`src/rtl/demux_pkg.sv`:
```
// Shared constants and FSM state type for the 1-to-4 stream demultiplexer.
package demux_pkg;

    localparam int NUM_LANES = 4;
    localparam int SEL_W     = 2;

    typedef enum logic {
        IDLE,
        BURST
    } demux_state_t;

endpackage

```
`src/rtl/demux_lane_reg.sv`:
```
// One-entry valid/ready register slice for a single demux output lane.
module demux_lane_reg #(
    parameter int DATA_W = 8
) (
    input  logic              clk,
    input  logic              rst_n,
    input  logic              load,
    input  logic [DATA_W-1:0] d_data,
    input  logic              d_last,
    output logic              lane_ready,
    output logic              m_valid,
    input  logic              m_ready,
    output logic [DATA_W-1:0] m_data,
    output logic              m_last
);

    assign lane_ready = ~m_valid | m_ready;

    // Payload is only rewritten on load, so an idle lane keeps its last beat visible.
    always_ff @(posedge clk or negedge rst_n) begin
        if (!rst_n) begin
            m_valid <= 1'b0;
            m_data  <= '0;
            m_last  <= 1'b0;
        end else if (load) begin
            m_valid <= 1'b1;
            m_data  <= d_data;
            m_last  <= d_last;
        end else if (m_ready) begin
            m_valid <= 1'b0;
        end
    end

endmodule

```
`src/rtl/stream_demux_1x4.sv`:
```
// 1-to-4 registered stream demultiplexer with per-packet lane locking.
// Optional per-lane accepted-beat counters on cnt_bus when DEMUX_CNT_EN is defined.
module stream_demux_1x4
    import demux_pkg::*;
#(
    parameter int DATA_W = 8,
    parameter int CNT_W  = 16
) (
    input  logic                          clk,
    input  logic                          rst_n,
    input  logic                          s_valid,
    output logic                          s_ready,
    input  logic [DATA_W-1:0]             s_data,
    input  logic [SEL_W-1:0]              s_sel,
    input  logic                          s_last,
    output logic [NUM_LANES-1:0]          m_valid,
    input  logic [NUM_LANES-1:0]          m_ready,
    output logic [NUM_LANES*DATA_W-1:0]   m_data,
    output logic [NUM_LANES-1:0]          m_last,
    output logic                          busy
`ifdef DEMUX_CNT_EN
    ,
    output logic [NUM_LANES*CNT_W-1:0]    cnt_bus
`endif
);

    if (DATA_W < 1 || CNT_W < 1) begin : g_bad_params
        $error("stream_demux_1x4: DATA_W and CNT_W must be >= 1");
    end

    demux_state_t         state_q, state_d;
    logic [SEL_W-1:0]     lock_q, lock_d;
    logic [SEL_W-1:0]     dest;
    logic                 accept;
    logic [NUM_LANES-1:0] load;
    logic [NUM_LANES-1:0] lane_ready;

    always_ff @(posedge clk or negedge rst_n) begin
        if (!rst_n) begin
            state_q <= IDLE;
            lock_q  <= '0;
        end else begin
            state_q <= state_d;
            lock_q  <= lock_d;
        end
    end

    // s_ready is deliberately combinational from m_ready/s_sel through the lane mux.
    always_comb begin
        state_d = state_q;
        lock_d  = lock_q;
        load    = '0;
        dest    = (state_q == IDLE) ? s_sel : lock_q;
        s_ready = lane_ready[dest];
        accept  = s_valid & s_ready;
        busy    = (state_q == BURST);
        load[dest] = accept;

        case (state_q)
            IDLE: begin
                if (accept && !s_last) begin
                    lock_d  = s_sel;
                    state_d = BURST;
                end
            end
            BURST: begin
                if (accept && s_last) begin
                    state_d = IDLE;
                end
            end
            default: state_d = IDLE;
        endcase
    end

    for (genvar i = 0; i < NUM_LANES; i++) begin : g_lane
        demux_lane_reg #(
            .DATA_W (DATA_W)
        ) u_lane (
            .clk        (clk),
            .rst_n      (rst_n),
            .load       (load[i]),
            .d_data     (s_data),
            .d_last     (s_last),
            .lane_ready (lane_ready[i]),
            .m_valid    (m_valid[i]),
            .m_ready    (m_ready[i]),
            .m_data     (m_data[i*DATA_W +: DATA_W]),
            .m_last     (m_last[i])
        );
    end

`ifdef DEMUX_CNT_EN
    logic [CNT_W-1:0] cnt_q [NUM_LANES];

    always_ff @(posedge clk or negedge rst_n) begin
        if (!rst_n) begin
            for (int unsigned i = 0; i < NUM_LANES; i++) begin
                cnt_q[i] <= '0;
            end
        end else begin
            for (int unsigned i = 0; i < NUM_LANES; i++) begin
                if (load[i]) begin
                    cnt_q[i] <= cnt_q[i] + CNT_W'(1);
                end
            end
        end
    end

    always_comb begin
        cnt_bus = '0;
        for (int unsigned i = 0; i < NUM_LANES; i++) begin
            cnt_bus[i*CNT_W +: CNT_W] = cnt_q[i];
        end
    end
`endif

endmodule

```
`config.mk`:
```
export PLATFORM = sky130hd
export DESIGN_NAME = stream_demux_1x4
export DESIGN_NICKNAME = d
export VERILOG_FILES = /design/src/rtl/demux_pkg.sv /design/src/rtl/demux_lane_reg.sv /design/src/rtl/stream_demux_1x4.sv
export SDC_FILE = /design/constraint.sdc
export NUM_CORES = 1
export LEC_CHECK = 0
export BUFFER_PORTS_ARGS = -buffer_cell sky130_fd_sc_hd__buf_2
export CORE_MARGIN = 2
export CORE_UTILIZATION = 46
export CTS_BUF_LIST = sky130_fd_sc_hd__clkbuf_8 sky130_fd_sc_hd__clkbuf_16
export DETAILED_ROUTE_END_ITERATION = 16
export PLACE_DENSITY_LB_ADDON = 0.15
export SLEW_MARGIN = 20
export SYNTH_ARGS = -nofsm -noshare
export SYNTH_HDL_FRONTEND = slang
export SYNTH_HIERARCHICAL = 1
export SYNTH_SLANG_ARGS = --single-unit
```
`constraint.sdc`:
```
create_clock -name clk -period 2.2 [get_ports clk]
set_clock_uncertainty 0.05 [all_clocks]
set_input_delay 0.44 -clock clk [delete_from_list [all_inputs] [get_ports clk]]
set_output_delay 0.44 -clock clk [all_outputs]
set_load 0.05 [all_outputs]
```
==> run metrics, run 1 <==
outcome=finished, violations left; failing checks=setup timing; Critical Path End Type=output pin; # DRC=0; crit path DAT=1810 ps; EDFF count, synth=0; commonest non-fill, non-tap cell in the layout=buf_2; Die Area=between 4000 and 5000 um2; CTS sink cnt=43; Req. time, crit path=about 1700 ps; Layout area overhead=34.3%; DIE HEIGHT=around 70 um; ANT cells=0; Avg Cell Area, Syn=roughly 16 um2; Cells after Synth=roughly 130; global-route wire length before repair=~7000 um; Setup Crit Path Kind=register to output pin; maximum clock path buffer count=2; Via density=roughly 5; area of the core=4090 um2; max_slew headroom=0.680; Final Worst Setup Slack=-103 ps; TNS Setup=-1320 ps; Top FF cell, synth=dfrtp_1; Worst setup SP type=register; Hold Crit Class=primary input to async pin; initial antenna violation count=0; commonest cells after routing, fill and taps aside=buf_2, dfrtp_1, mux2_4, buf_4, nand2b_1; die width=about 70 um; Clk Latency, worst-skew pair=about 290 ps; Synth Cell Area=1990 um2; # setup viols final=36; Slew Limit Fails=0; largest net degree at the start of global routing=23; gpl congestion=0.843; Total GRT Usage=0.185; Filler cells=about 330; CTS Root Cell=clkbuf_8; area share of the largest cell type after synthesis=0.542; hold_ws=~47 ps; Tightest Pin Transition=around 480 ps; CTS tree=yes; I/O pins=60; Max Cap Viol=0; Port Buffers=59; Final #Nets=roughly 230; Critical Path Slowest Stage Cell=or4_4; DRT iter0 DRCs=70; final WL=between 4000 and 5000 um; min Tclk post-route=between 2000 and 2500 ps; vias in the first global route=approximately 1400; final-report hold violation count=0; H-Tree Depth=2; Fmax achieved=434 MHz; Initial Utilization=0.486; per-cell routed wire length=16.6 um; synth top area cells=dfrtp_1, mux2_4, buf_6, nand2b_1, o32ai_4; worst-path maximum fanout=8; delay of the slowest cell on the worst path=510 ps; pre-CTS WS=-127 ps; hpwl dp=slightly above 3000 um; Post-CTS Hold Buffers=0; Final period util=1.05; via count=~1300; YS warnings=6; ANT nets after route=0; clk slew on worst S/H paths=80 ps; RSZ-0062 raised after global routing=true; Netlist cell types=24; TritonRoute pass-1 iters=4; Synth Register Bits=43; row cnt=23; share of cells above drive strength 1=0.699; Post-synth ARST share=1.00; CP cell instances=nor2b_4 -> a32o_2 -> or4_4 -> buf_8; GRT overflow=0; register area share after synthesis=0.542; CTS Buf Count=5; largest area contributor in the netlist=dfrtp_1; net count of the mapped netlist=between 100 and 150
## per-layer routing
metal,share of wire,track usage
met1,0.43,0.237
met2,0.51,0.304
met3,0.048,0.0552
met4,0.011,0.0534
met5,0,0
## flip-flops by register name, summed over array words and instances, names as in the netlist, named ones only
register / count
g_lane.u_lane/m_last: 4
g_lane.u_lane/m_data: 32
g_lane.u_lane/m_valid: 4
lock_q: 2
## area by class of cell
| type | count | area [um2] | share of cell area |
|---|---|---|---|
| Sequential cell | 43 | 1080 | 0.405 |
| Multi-Input combinational cell | 74 | 890 | 0.334 |
| Timing Repair Buffer | 82 | 513 | 0.192 |
| Clock buffer | 5 | 68.8 | 0.0258 |
| Tap cell | 50 | 62.6 | 0.0235 |
| Clock inverter | 3 | 43.8 | 0.0164 |
| Inverter | 2 | 7.51 | 0.00282 |
## Yosys cell counts, drive strengths merged, types with 2 or more instances
master	count
dfrtp	43
mux2	38
nand2b	10
buf	6
nand2	6
nor2b	3
inv	2
o21ai	2
o22ai	2
## worst paths after layout
check	end	cells past startpoint	slack (ps)
min reg2reg	g_lane[1].u_lane/m_last	1	460
min	g_lane[1].u_lane/m_valid	1	50
max reg2reg	g_lane[3].u_lane/m_data[7]	8	-60
min in group clk	register	2	370
max	s_ready	4	-100
max in group asynchronous	g_lane[3].u_lane/m_data[0]	2	1380
## critical path, delay by kind of cell (launching register included)
| kind | cells | cell delay, ps |
|---|---|---|
| simple gates | 2 | 660 |
| flops | 1 | 470 |
| compound gates | 1 | 220 |
| buf+inv | 1 | 170 |
## timing repair
action                                  CTS  global route
endpoints found under the setup margin    1            25
gates cloned                              0             0
gates resized for setup                  10            13
pin swaps                                 1             1
setup buffers                             4             2
## per-stage QoR
| stage | instances | area (um2) | utilization |
|---|---|---|---|
| final | 259 | 2670 | 0.652 |
| after global routing | 259 | 2670 | 0.652 |
| after CTS | 257 | 2600 | 0.637 |
| after detailed placement | 245 | 2430 | 0.594 |
| after global placement | 245 | 2430 | 0.594 |
| after floorplan | 125 | 1990 | - |
## kinds of logic after synthesis
| kind of cell | count (synthesis) | synth area share |
|---|---|---|
| flip-flops | 43 | 0.542 |
| multiplexers | 38 | 0.287 |
| buffers and inverters | 8 | 0.0359 |
| AND/OR/NAND/NOR | 26 | 0.0794 |
| AO/OA/AOI/OAI | 10 | 0.0555 |
Power of run 1 is not shown: default switching activity piles up to over one toggle a cycle in this logic, so the estimate is an artifact.
==> run 2: changes to the inputs <==
--- a/config.mk
+++ b/config.mk
@@ -9,3 +9,3 @@
 export CORE_MARGIN = 2
-export CORE_UTILIZATION = 46
+export CORE_UTILIZATION = 51
 export CTS_BUF_LIST = sky130_fd_sc_hd__clkbuf_8 sky130_fd_sc_hd__clkbuf_16
==> constraint.sdc (replaced) <==
create_clock -name clk -period 2.3 [get_ports clk]
set_clock_uncertainty 0.05 [all_clocks]
set_input_delay 0.46 -clock clk [delete_from_list [all_inputs] [get_ports clk]]
set_output_delay 0.46 -clock clk [all_outputs]
set_load 0.01 [all_outputs]
==> run 2 against run 1 <==
  * The flow still finishes with violations (setup timing)
  * Non-clock buffer count fell by 5
  * Sequential cell count unchanged
  * Global-route usage increased by 2.0 points
  * Wire length shrank 5.7%
  * Final area down 5.5%
  * Setup slack better by 74 ps
  * Clock-buffer cell count unchanged
  * Core utilization grew 3.0 points
  * Critical endpoint unchanged
  * Largest cell class unchanged
  * Highest routed layer unchanged
==> run metrics, run 2 (synthesis results as in run 1) <==
footprint of the multi-input gates=845 um2 (was 890 um2); clk slew on worst S/H paths=80 ps (about the same); worst-path maximum fanout=6 (was 8); Clk Latency, worst-skew pair=300 ps (was 290 ps); CTS tree=yes (unchanged); pre-CTS WS=-85.9 ps (was -127 ps); DIE HEIGHT=66.4 um (was 69.7 um); Critical Path End Type=output pin (unchanged); Worst setup SP type=register (unchanged); global-route wire length before repair=6470 um (was 7000 um); peak supply drop=between 0.6 and 0.7 mV; reg2reg path depth=8 (unchanged); Filler cells=278 (was 326); Fmax achieved=around 430 MHz; Req. time, crit path=1790 ps (was 1710 ps); outcome=finished, violations left (unchanged); vias in the first global route=1314 (was 1357); ANT nets after route=0 (unchanged); Via density=5.07 (was 5.01); maximum clock path buffer count=2 (unchanged); delay of the slowest cell on the worst path=520 ps (was 510 ps); Post-CTS Hold Buffers=0 (unchanged); Final period util=1.01; Reg-to-Reg End=g_lane[2].u_lane/m_data[2] (was g_lane[3].u_lane/m_data[7]); CP cell instances=nor3b_1 -> o21a_1 -> or4_1 -> buf_2 (was nor2b_4 -> a32o_2 -> or4_4 -> buf_8); failing checks=setup timing (unchanged); commonest cells after routing, fill and taps aside=buf_2, dfrtp_1, mux2_4, buf_4, nand2b_1 (unchanged); placed insts=240 (was 245); final-report hold violation count=0 (unchanged); final WL=4040 um (was 4290 um); CTS sink cnt=43 (unchanged); gpl congestion=0.790 (was 0.843); Final Worst Setup Slack=-29.1 ps (was -103 ps); per-cell routed wire length=16.0 um (was 16.6 um); ANT cells=0 (unchanged); Top reg by flops=g_lane.u_lane/m_data (unchanged); Final #Nets=221 (was 226); row cnt=22 (was 23); via count=1277 (was 1297); CTS Buf Count=5 (unchanged); post-route insts no fill=252 (was 259); area of the core=3690 um2 (was 4090 um2); Pwr Density=between 1000 and 1500 nW/um2; TritonRoute pass-1 iters=4 (unchanged); min Tclk post-route=approximately 2300 ps; hpwl dp=2980 um (was 3110 um); Max Cap Viol=0 (unchanged); Final Cell Area=2520 um2 (was 2670 um2); largest registers=g_lane.u_lane/m_data: 32 flops, g_lane.u_lane/m_last: 4 flops, g_lane.u_lane/m_valid: 4 flops (unchanged); Initial Utilization=0.538 (was 0.486); Tightest Pin Transition=401 ps (was 480 ps); largest net degree at the start of global routing=19 (was 23); GRT overflow=0 (unchanged); Area after DPL=2390 um2 (was 2430 um2); Die Area=4410 um2 (was 4860 um2); Slew Limit Fails=0 (unchanged); Critical Path Slowest Stage Cell=or4_1 (was or4_4); Hold Crit Class=primary input to async pin (unchanged); # DRC=0 (unchanged); CTS Root Cell=clkbuf_8 (unchanged); H-Tree Depth=2 (unchanged); total power=between 0.003 and 0.004 W; RSZ-0062 raised after global routing=true (unchanged); Port Buffers=59 (unchanged); crit path DAT=1820 ps (was 1810 ps); Reg area=1080 um2 (about the same); hold_ws=25.4 ps (was 47.3 ps); Reg2Reg Setup Slack=120 ps (was -60 ps); # setup viols final=1 (was 36); I/O pins=60 (unchanged); initial antenna violation count=0 (unchanged); Setup Crit Path Kind=register to output pin (unchanged); DRT iter0 DRCs=76 (was 70); share of cells above drive strength 1=0.637 (was 0.699); P_leak=approximately 1.3 nW; Total GRT Usage=0.205 (was 0.185); max_slew headroom=0.733 (was 0.680); Layout area overhead=26.8% (was 34.3%); max FFs per register=32 (unchanged); die width=66.4 um (was 69.7 um); commonest non-fill, non-tap cell in the layout=buf_2 (unchanged)
[run 2: cell count changes in the layout (fill, tap and decap cells not counted), moves of 2 or more]
| cell | change |
|---|---|
| buf_6 | -6 |
| dfrtp_1 | +2 |
| dfrtp_2 | -2 |
| nor2b_1 | +3 |
| nor2b_4 | -2 |
[run 2: how the worst max path moves through the flow]
stage               startpoint                    endpoint  depth (start not counted)
detailed placement  m_ready[1]  g_lane[1].u_lane/m_data[3]                          9
global route          register                     s_ready                          4
floorplan           m_ready[1]  g_lane[0].u_lane/m_data[0]                          7
finish                register                     s_ready                          4
CTS                   register                     s_ready                          5
global placement    m_ready[1]  g_lane[1].u_lane/m_data[5]                          9
[run 2: timing repair]
| action | in CTS | in global routing |
|---|---|---|
| resized for setup | 3 | 1 |
| pin swaps | 3 | 0 |
| setup endpoints to repair | 1 | 20 |
| setup buffers | 3 | 1 |
[run 2: worst max-delay path, delay by kind of cell (launching register included)]
family	cells	cell delay, ps
flip-flops	1	450
AND/OR/NAND/NOR	2	690
AO/OA/AOI/OAI	1	220
buffers and inverters	1	160
[run 2: layout make-up]
type                       instances  share of cell area
tap                               48              0.0238
inverter                           2             0.00298
clock inverter                     3             0.00646
clock buffer                       5              0.0273
timing repair buffer              77               0.176
multi-input combinational         74               0.335
sequential                        43               0.428
[run 2: per-stage QoR]
step           utilization  TNS [ps]
2_1_floorplan            -         0
3_3_place_gp         0.649      -246
3_5_place_dp         0.649     -1640
4_1_cts              0.679     -12.9
5_1_grt              0.683     -63.5
6_report             0.683     -29.1
[run 2: metal layers]
layer / global-route usage / vias up / share of wire
met3: 0.0494 / 8 / 0.060
li1: - / 591 / -
met5: 0 / - / 0
met4: 0.0918 / 0 / 0.012
met2: 0.325 / 40 / 0.49
met1: 0.267 / 638 / 0.44
[run 2: where the power goes]
part / internal, W / total (W) / switching, W / leakage, nW
Clock: 0.000208 / 0.000461 / 0.000254 / 0.0453
Combinational: 0.00102 / 0.00173 / 0.000704 / 0.736
Sequential: 0.00114 / 0.00138 / 0.000242 / 0.518
No activity file was read; power rests on OpenSTA's default activity.
